## config.mk

```make
export PLATFORM = sky130hd
export DESIGN_NAME = local_predictor_table
export DESIGN_NICKNAME = d
export VERILOG_FILES = /design/src/rtl/branch_pkg.sv /design/src/rtl/sat_counter2.sv /design/src/rtl/local_predictor_table.sv
export SDC_FILE = /design/constraint.sdc
export NUM_CORES = 1
export LEC_CHECK = 0
export CAP_MARGIN = 10
export CORE_MARGIN = 2
export CORE_UTILIZATION = 60
export CTS_BUF_LIST = sky130_fd_sc_hd__clkbuf_2
export DETAILED_ROUTE_END_ITERATION = 16
export PLACE_DENSITY = 0.83
export SLEW_MARGIN = 20
export SYNTH_ARGS = -nofsm -noshare
export SYNTH_HDL_FRONTEND = slang
export SYNTH_SLANG_ARGS = --single-unit
export TNS_END_PERCENT = 100
```

## constraint.sdc

```tcl
create_clock -name clk_i -period 6.7 [get_ports clk_i]
set_clock_uncertainty 0.05 [all_clocks]
set_input_delay 1.675 -clock clk_i [delete_from_list [all_inputs] [get_ports clk_i]]
set_output_delay 1.675 -clock clk_i [all_outputs]
set_load 0.01 [all_outputs]
```

## src/rtl/branch_pkg.sv

```systemverilog
// Shared branch-prediction types: 2-bit saturating counter encoding and the
// global-history bank encodings used by both the history register and the tables.
package branch_pkg;

    typedef enum logic [1:0] {
        SU = 2'b00,
        WU = 2'b01,
        WT = 2'b10,
        ST = 2'b11
    } sat_cnt_t;

    localparam sat_cnt_t SAT_CNT_RESET = WU;

    // Last two resolved outcomes, oldest first (U = untaken, T = taken).
    typedef enum logic [1:0] {
        LOCAL_SRC_UU = 2'b00,
        LOCAL_SRC_UT = 2'b01,
        LOCAL_SRC_TU = 2'b10,
        LOCAL_SRC_TT = 2'b11
    } local_src_t;

    function automatic logic sat_cnt_predict(input sat_cnt_t cnt);
        return cnt[1];
    endfunction

endpackage

```

## src/rtl/sat_counter2.sv

```systemverilog
// Next-state function of one 2-bit saturating counter; purely combinational.
module sat_counter2
    import branch_pkg::*;
(
    input  sat_cnt_t cnt_i,
    input  logic     taken_i,
    output sat_cnt_t cnt_o
);

    always_comb begin
        cnt_o = cnt_i;
        if (taken_i) begin
            unique case (cnt_i)
                SU:      cnt_o = WU;
                WU:      cnt_o = WT;
                WT:      cnt_o = ST;
                default: cnt_o = ST;
            endcase
        end else begin
            unique case (cnt_i)
                ST:      cnt_o = WT;
                WT:      cnt_o = WU;
                WU:      cnt_o = SU;
                default: cnt_o = SU;
            endcase
        end
    end

endmodule

```

## src/rtl/local_predictor_table.sv

```systemverilog
// Four banks of 2-bit saturating counters selected by global history; combinational
// lookup for the fetch PC and single-entry training from the execute stage.
module local_predictor_table
    import branch_pkg::*;
#(
    parameter int INDEX_BITS = 5,
    parameter int PC_WIDTH   = 32
) (
    input  logic                clk_i,
    input  logic                reset_i,
    input  logic [1:0]          local_src_i,
    input  logic [PC_WIDTH-1:0] pc_f_i,
    input  logic [PC_WIDTH-1:0] pc_e_i,
    input  logic                stall_e_i,
    input  logic [1:0]          branch_op_e_i,
    input  logic                pc_src_res_e_i,
    input  logic                pc_src_pred_e_i,
    output logic                pc_src_pred_f_o,
    output logic                mispredict_e_o
);

    localparam int NUM_BANKS = 4;
    localparam int ENTRIES   = 1 << INDEX_BITS;

    sat_cnt_t table_q [NUM_BANKS][ENTRIES];
    sat_cnt_t table_d [NUM_BANKS][ENTRIES];
    logic     mispredict_q;
    logic     mispredict_d;

    logic [INDEX_BITS-1:0] rd_idx;
    logic [INDEX_BITS-1:0] wr_idx;
    logic [1:0]            bank;
    logic                  upd;
    sat_cnt_t              rd_cnt;
    sat_cnt_t              wr_cnt;
    sat_cnt_t              wr_cnt_next;

    // Bits outside the index window and branch_op[1] are deliberately ignored.
    logic unused_bits;
    assign unused_bits = ^{pc_f_i[PC_WIDTH-1:INDEX_BITS+2], pc_f_i[1:0],
                           pc_e_i[PC_WIDTH-1:INDEX_BITS+2], pc_e_i[1:0],
                           branch_op_e_i[1]};

    assign bank   = local_src_i;
    assign rd_idx = pc_f_i[INDEX_BITS+1:2];
    assign wr_idx = pc_e_i[INDEX_BITS+1:2];
    assign upd    = branch_op_e_i[0] & ~stall_e_i;

    // Lookup reads the registered table, so a same-cycle write is not visible yet.
    assign rd_cnt          = table_q[bank][rd_idx];
    assign pc_src_pred_f_o = sat_cnt_predict(rd_cnt);

    assign wr_cnt = table_q[bank][wr_idx];

    sat_counter2 u_sat_counter2 (
        .cnt_i   (wr_cnt),
        .taken_i (pc_src_res_e_i),
        .cnt_o   (wr_cnt_next)
    );

    always_comb begin
        table_d = table_q;
        if (upd) begin
            table_d[bank][wr_idx] = wr_cnt_next;
        end
        mispredict_d = upd & (pc_src_pred_e_i != pc_src_res_e_i);
    end

    always_ff @(posedge clk_i) begin
        if (reset_i) begin
            for (int b = 0; b < NUM_BANKS; b++) begin
                for (int i = 0; i < ENTRIES; i++) begin
                    table_q[b][i] <= SAT_CNT_RESET;
                end
            end
            mispredict_q <= 1'b0;
        end else begin
            table_q      <= table_d;
            mispredict_q <= mispredict_d;
        end
    end

    assign mispredict_e_o = mispredict_q;

endmodule
```

======== After elaboration in Yosys (flattened, before gate mapping) ========
Cells that the tools add are included.
storage, ports and cells
  bits in registers ....................... 257
  bits in latches ......................... 0
  bits in writable memories ............... 0
  memory bits (read-only) ................. 0
  bits of input ports ..................... 73
  output and inout bits ................... 2
  logic and storage cells ................. 164
  memories kept ........................... 0
operators by class
  add/subtract/negate cells ............... 0
  multiply operators ...................... 0
  div/mod/pow operators ................... 0
  $lt $le $gt $ge ......................... 5
  equality and inequality tests ........... 4
  shifts and indexed selects .............. 0
  mux-type cells .......................... 17
  bitwise operators ....................... 6
  reductions and logical operators ........ 3
operators with widths
  operator                                                              count
  256-bit bitwise mux                                                   1
  64-bit 2-to-1 mux                                                     3
  64-bit binary-select mux with 2-bit select                            1
  64-bit demux with 2-bit select                                        1
  2-bit binary-select mux with 5-bit select                             2
  6-bit >= comparator, second input constant                            2
  2-bit 2-to-1 mux                                                      6
  5-bit inverter with 6-bit output                                      2
  2-bit demux with 5-bit select                                         1
  2-bit case mux with 2 select lines                                    2
  6-bit by 1-bit < comparator with 1-bit output, second input constant  1
  2-bit == test, second input constant                                  2
  3-bit >= comparator, second input constant                            1
  3-bit by 1-bit < comparator with 1-bit output, second input constant  1
  2-bit inverter with 3-bit output                                      1
  1-bit bitwise AND                                                     2
  2-bit by 1-bit == test with 1-bit output, second input constant       1
  1-bit logical AND                                                     2
  2-bit logical NOT                                                     1
  1-bit != test                                                         1
  1-bit inverter                                                        1

======== Longest topological paths before layout ========
  word-level depth ........................ 11
  gate-level depth with buffers ........... 12
  mapped depth without buffers ............ 7

======== By module ========
A second synthesis with hierarchy kept.
unflattened totals
  cells, all modules ...................... 1421
  area, all modules ....................... 12966.2 sq um
by module, submodules not included
  module                 instances  cells each  area an instance (sq um)  seq. area each (sq um)
  local_predictor_table  1          1418        12939.9                   5144.9
  sat_counter2           1          3           26.3                      0.0

======== Least setup slack after synthesis ========
No wires, ideal clock.
  path type ............................... input to output
  from .................................... in local_src_i[0]
  to ...................................... out pc_src_pred_f_o
  arrival time ............................ 4.086 ns
  data required time ...................... 4.975 ns
  path slack .............................. 0.889 ns
  stages on the path ...................... 7
  buffers on the path ..................... 3
  path through ............................ buf_2 > buf_2 > buf_2 > mux4_2 > mux4_2 > mux4_2 > mux2_2
between the ends
  cells in the longest elaborated chain, start to end .. 7
ends and longest elaborated chain
  what                                                    RTL line                     RTL
  start, declared                                         local_predictor_table.sv:11  input logic [1:0] local_src_i,
  2-bit inverter with 3-bit output (implied by the code)  local_predictor_table.sv:50  assign rd_cnt = table_q[bank][rd_idx];
  64-bit binary-select mux with 2-bit select              local_predictor_table.sv:50
  64-bit 2-to-1 mux (implied by the code) (2 in series)   local_predictor_table.sv:50
  2-bit binary-select mux with 5-bit select               local_predictor_table.sv:50
  2-bit 2-to-1 mux (implied by the code) (2 in series)    local_predictor_table.sv:50
  end, declared                                           local_predictor_table.sv:18  output logic pc_src_pred_f_o,
No other way between the ends. The select of a mux whose other input is x is not followed.

======== Worst setup path in the final report ========
Ends and elaborated chain as after synthesis.

==> metrics <==
status=complete, no violations; share of post-route cells with drive strength above 1=0.154; antenna-violating nets left=0; worst hold path class=reg -> reg; Slew headroom=0.260; upper clock frequency limit=153 MHz; Skew-Pair Late Insertion Delay=0.87 ns; Synth warnings=0; cells on worst reg2reg path=8; Yosys reg bits=257; Max Root-Sink Buffers=3; most common library cell in the layout ignoring fill and taps=sky130_fd_sc_hd__nor2_1; setup violation total in the final timing report=0; wire length of the first global-routing pass=57900 um; drt wl/cell=20.2 um; power density over cell area=217 nW/um^2; pin count of the biggest net entering global routing=145; non-filler cells in the finished layout=1792; final period demand of the worst path=6.52 ns; number of enable-type register cells in the synthesized netlist=0; buffers inserted during post-CTS setup optimization=0; number of hold violations in the final report=0; max-cap check violation count=0; clock tree from TritonCTS=done; pins over their slew limit=0; number of antenna violations at the first check in global routing=2; worst-case vdd ir drop=0.0962 mV; starting density of the core=0.615; post-route DRC violation count=0; static power due to leakage=0.00416 uW; data required time of the critical path=4.97 ns; hold_buf cts=0; CP startpoint=local_src_i[0]; syn_nets=1574; global-route usage over all layers=0.316; cell area after technology mapping=13100 sq um; Hold Worst Slack=0.416 ns; grt ovf=0; origin of the critical flop-to-flop path=table_q[83]$_SDFFE_PP0P_; critical path class=in -> out; share of synthesized area occupied by flip-flops and latches=0.394; RSZ-0062 raised after global routing=no; most frequent cells in the layout=sky130_fd_sc_hd__nor2_1, sky130_fd_sc_hd__dfxtp_1, sky130_fd_sc_hd__nand2_1; standard cell core area=21200 sq um; total via count in the routed design=12200; Iter 0 DRT Violations=1559; Area Growth Syn to Fin=6.44%; Total Nets Final=1546; dominant register cell in the synthesized netlist=sky130_fd_sc_hd__dfxtp_1; clock net sink count=257; via count of the first global-routing pass=11700; number of iterations in the first detailed-routing pass=5; Critical Path Fanout Max=31; share of flip-flops with an asynchronous set or reset after synthesis=0; worst setup path endpoint=pc_src_pred_f_o; Die Y=152 um; CTS clk-pin slew, worst paths=0.08 ns; port bufs=19; synthesized area per cell=8.70 sq um; CP Capture Type=output pin; part of the cycle the worst path needs=0.974; Die X=152 um; Num CTS Buffers=69; PostCTS Resize Cnt=0; Top-Level Pins=75; H-tree depth reported by CTS=3; critical path data arrival time=4.80 ns; post-synth cell types=52; Final TNS setup=0 ns; Die Area=23000 sq um; Root Buffer=sky130_fd_sc_hd__clkbuf_2; post-detailed-placement half-perimeter wirelength=21400 um; end of the worst register-to-register path=table_q[96]$_SDFFE_PP1P_; measured slew at the worst slew-check pin=1.11 ns; kind of start point of the critical path=primary input; count of mapped cells out of synthesis=1501; final RePlAce weighted congestion=0.886; WL final=36300 um; number of placement rows=53; Reg2Reg Setup Slack=2.79 ns; total instance count after detailed placement=1677; average vias per placed instance=6.79
## registers in the layout, summed over array words and instances (netlist names)
signal and flops:
table_q 256, mispredict_e_o 1
## logic make-up after synthesis
group           Yosys count  share of synthesized area
xor+xnor                  1                   0.000671
mux                      94                      0.135
simple gates            551                      0.174
flops                   257                      0.394
compound gates          437                      0.239
buf+inv                 161                     0.0580
## cells in the mapped netlist, types with 14 or more instances
library cell | count | share of area
sky130_fd_sc_hd__nor2_1 | 291 | 0.084
sky130_fd_sc_hd__dfxtp_1 | 257 | 0.39
sky130_fd_sc_hd__nand2_1 | 164 | 0.047
sky130_fd_sc_hd__a21oi_1 | 137 | 0.053
sky130_fd_sc_hd__a311oi_1 | 129 | 0.087
sky130_fd_sc_hd__o31ai_1 | 129 | 0.074
sky130_fd_sc_hd__clkbuf_1 | 78 | 0.022
sky130_fd_sc_hd__mux4_2 | 64 | 0.11
sky130_fd_sc_hd__buf_2 | 53 | 0.020
sky130_fd_sc_hd__nand3_1 | 25 | 0.0096
sky130_fd_sc_hd__nor2b_1 | 18 | 0.0086
sky130_fd_sc_hd__buf_4 | 17 | 0.0098
sky130_fd_sc_hd__mux2i_1 | 16 | 0.012
sky130_fd_sc_hd__mux2_2 | 14 | 0.012
## power breakdown
part           internal (uW)  total, uW  switching [uW]
registers               1530       1530            1.97
clock network            523       1180             658
logic                   74.0        309             235
## stage by stage
step	area (sq um)	worst slack, ns	util	power, uW
global route	13900	0.115	0.655	3130
CTS	13900	0.204	0.655	3030
finish	13900	0.177	0.655	3020
floorplan	13100	0.889	-	1790
global placement	13200	0.237	0.624	1870
detailed placement	13200	0.200	0.624	1870
## worst min-delay path by stage
stage                              startpoint                         to  slack (ns)  cells after the start
floorplan           table_q[110]$_SDFFE_PP1P_  table_q[110]$_SDFFE_PP1P_        0.38                      2
global placement     table_q[86]$_SDFFE_PP1P_   table_q[86]$_SDFFE_PP1P_        0.39                      2
detailed placement  table_q[142]$_SDFFE_PP1P_  table_q[142]$_SDFFE_PP1P_        0.40                      2
CTS                 table_q[142]$_SDFFE_PP1P_  table_q[142]$_SDFFE_PP1P_        0.42                      2
global route        table_q[100]$_SDFFE_PP1P_  table_q[100]$_SDFFE_PP1P_        0.44                      2
finish              table_q[202]$_SDFFE_PP1P_  table_q[202]$_SDFFE_PP1P_        0.42                      2
## area by class of cell
class / instances / area (sq um)
inverters: 3 / 11.3
clock buffers: 91 / 455
fillers: 1735 / 7320
diodes: 1 / 2.50
multi-input cells: 1083 / 7230
clock inverters: 23 / 196
flip-flops and latches: 257 / 5140
repair buffers: 59 / 519
well taps: 275 / 344
## critical path: stages
cell and delay [ns]:
sky130_fd_sc_hd__buf_4 0.47, sky130_fd_sc_hd__buf_4 0.29, sky130_fd_sc_hd__mux4_2 0.54, sky130_fd_sc_hd__mux4_2 0.52, sky130_fd_sc_hd__mux4_2 0.48, sky130_fd_sc_hd__mux2_2 0.30
sky130_fd_sc_hd__clkdlybuf4s50_1 0.48
## metal layers
layer / GRT usage / vias to the layer above / share of wire
met4: 0.139 / 0 / 0.028
li1: - / 5584 / -
met2: 0.502 / 721 / 0.47
met1: 0.414 / 5769 / 0.40
met5: 0 / - / 0
met3: 0.0737 / 97 / 0.10
Power figures use the tool's default switching activity.
